## src/rtl/multi_ff_reg.sv

```systemverilog
// WIDTH-bit flip-flop bank: every bit acts as a D, T or JK flip-flop, or the bank is a T-chain up/down counter.
// Define MULTI_FF_COUNT_EN to build the counter modes (100/101) and the terminal-count pulse tc.
module multi_ff_reg #(
    parameter int unsigned       WIDTH     = 8,
    parameter logic [WIDTH-1:0]  RESET_VAL = {WIDTH{1'b0}}
) (
    input  logic             clk,
    input  logic             rst_n,
    input  logic             en,
    input  logic [2:0]       mode,
    input  logic [WIDTH-1:0] d,
    input  logic [WIDTH-1:0] t,
    input  logic [WIDTH-1:0] j,
    input  logic [WIDTH-1:0] k,
    output logic [WIDTH-1:0] Q,
    output logic [WIDTH-1:0] Qb,
    output logic             tc
);

    typedef enum logic [2:0] {
        MODE_HOLD   = 3'b000,
        MODE_D      = 3'b001,
        MODE_T      = 3'b010,
        MODE_JK     = 3'b011,
        MODE_CNT_UP = 3'b100,
        MODE_CNT_DN = 3'b101,
        MODE_RSV0   = 3'b110,
        MODE_RSV1   = 3'b111
    } mode_e;

    logic [WIDTH-1:0] q_q, q_d;
    logic             tc_q, tc_d;
    mode_e            mode_sel;

    assign mode_sel = mode_e'(mode);

`ifdef MULTI_FF_COUNT_EN
    logic [WIDTH-1:0] up_tog;
    logic [WIDTH-1:0] dn_tog;

    // T-chain toggle enables: bit i toggles when all lower bits are 1 (up) or 0 (down)
    always_comb begin : count_chain
        logic up_c;
        logic dn_c;
        up_c   = 1'b1;
        dn_c   = 1'b1;
        up_tog = '0;
        dn_tog = '0;
        for (int unsigned i = 0; i < WIDTH; i++) begin
            up_tog[i] = up_c;
            dn_tog[i] = dn_c;
            up_c      = up_c & q_q[i];
            dn_c      = dn_c & ~q_q[i];
        end
    end
`endif

    always_comb begin
        q_d  = q_q;
        tc_d = 1'b0;
        if (en) begin
            unique case (mode_sel)
                MODE_D:  q_d = d;
                MODE_T:  q_d = q_q ^ t;
                MODE_JK: q_d = (j & ~q_q) | (~k & q_q);
`ifdef MULTI_FF_COUNT_EN
                MODE_CNT_UP: begin
                    q_d  = q_q ^ up_tog;
                    tc_d = &q_q;
                end
                MODE_CNT_DN: begin
                    q_d  = q_q ^ dn_tog;
                    tc_d = ~|q_q;
                end
`endif
                default: q_d = q_q;
            endcase
        end
    end

    always_ff @(posedge clk) begin
        if (!rst_n) begin
            q_q  <= RESET_VAL;
            tc_q <= 1'b0;
        end else begin
            q_q  <= q_d;
            tc_q <= tc_d;
        end
    end

    assign Q  = q_q;
    assign Qb = ~q_q;
    assign tc = tc_q;

endmodule

```

## config.mk

```make
export PLATFORM = sky130hd
export DESIGN_NAME = multi_ff_reg
export DESIGN_NICKNAME = d
export VERILOG_FILES = /design/src/rtl/multi_ff_reg.sv
export SDC_FILE = /design/constraint.sdc
export NUM_CORES = 1
export LEC_CHECK = 0
export BUFFER_PORTS_ARGS = -buffer_cell sky130_fd_sc_hd__buf_2
export CORE_MARGIN = 1
export CORE_UTILIZATION = 41
export CTS_BUF_LIST = sky130_fd_sc_hd__clkbuf_16
export DETAILED_ROUTE_END_ITERATION = 7
export HOLD_SLACK_MARGIN = 0.1
export PLACE_DENSITY = 0.84
export RECOVER_POWER = 25
export SYNTH_ARGS = -nofsm -noshare
export SYNTH_HDL_FRONTEND = slang
export SYNTH_SLANG_ARGS = --single-unit
```

## constraint.sdc

```tcl
create_clock -name clk -period 2.5 [get_ports clk]
set_clock_uncertainty 0.2 [all_clocks]
set_input_delay 0.5 -clock clk [delete_from_list [all_inputs] [get_ports clk]]
set_output_delay 0.5 -clock clk [all_outputs]
set_load 0.02 [all_outputs]
```

==> results.txt, run 1 <==
PortBufs -> 53
Syn_area_per_cell -> 7.83 µm²
Initial antenna violation count -> 0
CTS tree -> yes
Via count -> 814
Footprint of the multi-input gates -> 440 µm²
Syn Nets -> 124
Hold depth -> 4
Fin area -> 991 µm²
Dpl hpwl -> 1410 µm
Sequential cell area -> 160 µm²
Ordered cell list for the critical path -> clkbuf_1
Core Area -> 1520 µm²
DRT antenna net count -> 0
Max cap viols -> 0
Met2 WL post-DR -> 902 µm
Yosys warns -> 0
Non-Filler Instances -> 152
CP max stage cell -> dfxtp_1
Number of H-tree levels -> 1
CP max FO -> 6
Post-place instance area -> 923 µm²
Crit path kind -> flip-flop to output port
Cts hold-fix bufs -> 0
Synth cell types -> 19
Largest net degree at the start of global routing -> 12
Initial DRC count -> 12
First-pass GRT wire length -> 2940 µm
Post-route clock period utilization -> 0.643
Synth Cell Area -> 673 µm²
Post-CTS Setup Inserts -> 0
Worst vdd ir -> 0.285 mV
M1 WL -> 791 µm
PwrDens -> 551 nW/µm²
Chip width -> 42.5 µm
Final setup fails -> 0
Worst Path Buf+Inv -> 1
Worst-Skew Late Latency -> 0.23 ns
Total GRT Usage -> 0.223
Pwr Total -> 546 µW
Setup TNS -> 0 ns
DR top layer -> met4
Synth area leader -> dfxtp_1
Synth top area cells -> dfxtp_1 (24%), a221oi_1 (10%), xor2_1 (10%)
Total wire length -> 1850 µm
Layout cells sized above 1 -> 0.382
Seq/Total Area, Yosys -> 0.238
Die area -> 1810 µm²
Dpl cells -> 149
Period minus WS final -> 1.61 ns
Worst min-delay path class -> input port to flip-flop
Initial core utilization -> 0.442
IO Pins -> 55
Max reg flops -> 8
Die H -> 42.5 µm
CP Launch Type -> flip-flop
Share of Yosys cell area claimed by the top area cell type -> 0.238
Layout area overhead -> 47.2%
Diode count -> 0
Rows -> 14
Layout fillers -> 151
Root Driver -> clkbuf_16
Final hold vios -> 0
Vias/cell -> 5.36
Levels on crit path -> 1
Max clock buf depth -> 2
Worst endpoint required time -> 1.80 ns
Slew @ Worst Pin -> 0.613 ns
Cell class contributing the biggest share of worst-path delay -> flip-flops
Drt first pass iters -> 4
Hold slack -> 0.373 ns
Clock slew at reported path FFs -> 0.04 ns
CTS buffer count -> 3
Crit path DAT -> 0.91 ns
Residual DRC -> 0
# resized after CTS -> 0
Pins over their slew limit -> 0
Fmax -> 0.622 GHz
Status -> completed
Worst path max stage delay -> 0.42 ns
Leakage -> 0.000448 µW
Clock sink count -> 8
RePlAce Congestion -> 0.725
Nets -> 176
Grt total ovfl -> 0
Routed length per instance -> 12.2 µm
Yosys reg bits -> 8
Endpoint class of the critical path -> output port
Met3 WL -> 119 µm
RSZ-0062 raised after global routing -> no
Reg2reg path depth -> 3
Vias in the first global route -> 722
Max_slew headroom -> 0.591
Post-synthesis cell count -> 86
[stage by stage]
step,util,worst slack [ns]
floorplan,-,0.989
finish,0.650,0.891
detailed placement,0.606,0.699
CTS,0.655,0.926
global route,0.650,0.803
global placement,0.606,0.768
[where the power goes]
group / switching (µW) / internal [µW]
registers: 12.7 / 137
logic: 68.8 / 55.2
clock network: 66.6 / 207
[metal layers]
layer	global-route usage	vias to the layer above
met4	0.131	0
li1	-	408
met5	0	-
met1	0.252	365
met2	0.375	37
met3	0.0517	4
[placed cells by master (no fill, tap or decap), types with 3 or more instances in the layout]
| cell | n |
|---|---|
| a21oi_1 | 8 |
| or2b_1 | 8 |
| a221oi_1 | 8 |
| a211oi_1 | 8 |
| clkbuf_1 | 6 |
| clkbuf_16 | 3 |
| buf_2 | 47 |
| o211ai_1 | 8 |
| xor2_1 | 8 |
| nand2_1 | 8 |
| inv_1 | 10 |
| dfxtp_1 | 8 |
[cell usage after synthesis, drive strengths merged]
| master | count |
|---|---|
| nand2b | 1 |
| nor3b | 1 |
| nand2 | 8 |
| buf | 5 |
| inv | 10 |
| nor2b | 1 |
| o211ai | 8 |
| clkbuf | 1 |
| a221oi | 8 |
| conb | 1 |
| and3b | 1 |
| xor2 | 8 |
| a211oi | 8 |
| a21oi | 8 |
| or2b | 8 |
| or2 | 1 |
| dfxtp | 8 |
[logic make-up after synthesis]
family	count (synthesis)	share of synthesized area
flops	8	0.238
compound gates	32	0.342
xor+xnor	8	0.104
buf+inv	16	0.108
other cells	1	0.00557
simple gates	21	0.203
[area by class of cell]
cell class | count | area share
clock buffers | 3 | 0.0758
inverters | 10 | 0.0379
multi-input cells | 62 | 0.444
flip-flops and latches | 8 | 0.162
well taps | 16 | 0.0202
repair buffers | 53 | 0.260
[final timing paths]
| check | to | startpoint | slack, ns |
|---|---|---|---|
| worst max-delay path | Q[4] | Q[4]$_SDFFE_PN0P_ | 0.89 |
| worst min-delay path | Q[1]$_SDFFE_PN0P_ | k[1] | 0.37 |
| worst max register to register | Q[2]$_SDFFE_PN0P_ | Q[2]$_SDFFE_PN0P_ | 1.17 |
| worst min register to register | Q[1]$_SDFFE_PN0P_ | Q[1]$_SDFFE_PN0P_ | 0.39 |
Power figures use the tool's default switching activity.
==> run 2: changes to the inputs <==
Settings changed: CORE_UTILIZATION 41 to 38, PLACE_DENSITY 0.84 to 0.79.
Clock period 2.5 ns to 1.65 ns, I/O delays scaled along.
==> results.txt, run 2 (same netlist as run 1, synthesis figures left out) <==
Clock power share -> 0.498
Initial antenna violation count -> 0
Worst vdd ir -> 0.503 mV
Max cap viols -> 0
Combinational Power Share -> 0.230
Worst endpoint required time -> 1.12 ns
Endpoint class of the critical path -> output port
Worst-Skew Late Latency -> 0.23 ns
Pins over their slew limit -> 0
Cts hold-fix bufs -> 0
Nets -> 177
Dpl cells -> 150
Fmax -> 0.713 GHz
RePlAce Congestion -> 0.757
Via count -> 806
Leakage -> 0.000476 µW
Layout area overhead -> 49.4%
Grt total ovfl -> 0
Crit path kind -> flip-flop to output port
Total wire length -> 1860 µm
Status -> complete, but fails checks
IO Pins -> 55
Final setup fails -> 0
Largest net degree at the start of global routing -> 12
Clock slew at reported path FFs -> 0.04 ns
Sw frac -> 0.269
RSZ-0062 raised after global routing -> no
Initial DRC count -> 21
Routed length per instance -> 12.2 µm
CTS buffer count -> 3
P_int -> 608 µW
Residual DRC -> 6
Diode count -> 0
Dpl hpwl -> 1400 µm
Die area -> 1940 µm²
Die H -> 44.1 µm
PwrDens -> 826 nW/µm²
Root Driver -> clkbuf_16
Core Area -> 1580 µm²
Reg2Reg Setup Slack -> 0.37 ns
Most common cell after layout, fill and taps aside -> buf_2
Pwr Total -> 831 µW
Period minus WS final -> 1.40 ns
Final hold vios -> 0
Worst min-delay path class -> input port to flip-flop
Post-CTS Setup Inserts -> 0
Rows -> 14
Initial core utilization -> 0.427
CP Launch Type -> flip-flop
CP max FO -> 6
Layout cells sized above 1 -> 0.431
Chip width -> 44.1 µm
PortBufs -> 53
Number of H-tree levels -> 1
Failing checks -> DRC
Post-route clock period utilization -> 0.849
Vias in the first global route -> 668
DRT antenna net count -> 0
Max reg flops -> 8
Clock sink count -> 8
Setup TNS -> 0 ns
CTS tree -> yes
Non-Filler Instances -> 153
Crit path DAT -> 0.87 ns
Total GRT Usage -> 0.204
Sequential share of power -> 0.272
Drt first pass iters -> 6
First-pass GRT wire length -> 2860 µm
# resized after CTS -> 0
Switching power -> 224 µW
Max clock buf depth -> 2
Most frequent cells in the layout -> buf_2 (53), inv_1 (10)
Vias/cell -> 5.27
==> run 2: changes by cell type in the layout (fill, tap and decap cells not counted) <==
| cell | delta |
|---|---|
| buf_4 | +1 |
| clkbuf_1 | -6 |
| buf_2 | +6 |
==> run 2: worst max-delay path, stage by stage, from the launching register on <==
cell and delay (ns):
dfxtp_1 0.43, inv_1 0.06, buf_2 0.16
==> run 2: area by class of cell <==
| cell class | instances | area, µm² |
|---|---|---|
| Fill cell | 142 | 571 |
| Multi-Input combinational cell | 62 | 440 |
| Sequential cell | 8 | 160 |
| Tap cell | 16 | 20.0 |
| Timing Repair Buffer | 54 | 273 |
| Clock buffer | 3 | 75.1 |
| Inverter | 10 | 37.5 |
==> run 2: worst paths after layout <==
check	start	endpoint	cells past startpoint
setup / recovery	Q[2]$_SDFFE_PN0P_	Qb[2]	2
hold / removal	k[1]	Q[1]$_SDFFE_PN0P_	4
setup reg to reg	Q[4]$_SDFFE_PN0P_	Q[4]$_SDFFE_PN0P_	3
hold reg to reg	Q[1]$_SDFFE_PN0P_	Q[1]$_SDFFE_PN0P_	2
==> run 2: per-layer routing <==
| metal | GRT usage | up-vias | part of all wire |
|---|---|---|---|
| met5 | 0 | - | 0 |
| met4 | 0.109 | 0 | 0.019 |
| met3 | 0.0490 | 5 | 0.097 |
| met2 | 0.315 | 45 | 0.43 |
| met1 | 0.263 | 346 | 0.46 |
| li1 | - | 410 | - |
==> run 2: power by group through the flow <==
stage          combinational [µW]  sequential, µW  clock (µW)
2_1_floorplan                98.2             242           0
6_report                      192             226         414
4_1_cts                       193             226         419
3_5_place_dp                  192             229           0
3_3_place_gp                  188             228           0
5_1_grt                       209             229         430
==> run 2: metrics by stage <==
stage                     hold WS [ns]  cell area [µm²]  setup WS, ns  utilization
after floorplan                  0.347              673         0.309            -
after global placement           0.363              931         0.155        0.590
after detailed placement         0.379              931        0.0808        0.590
after CTS                        0.202             1010         0.248        0.638
after global routing             0.232             1010         0.199        0.638
final                            0.202             1010         0.248        0.638
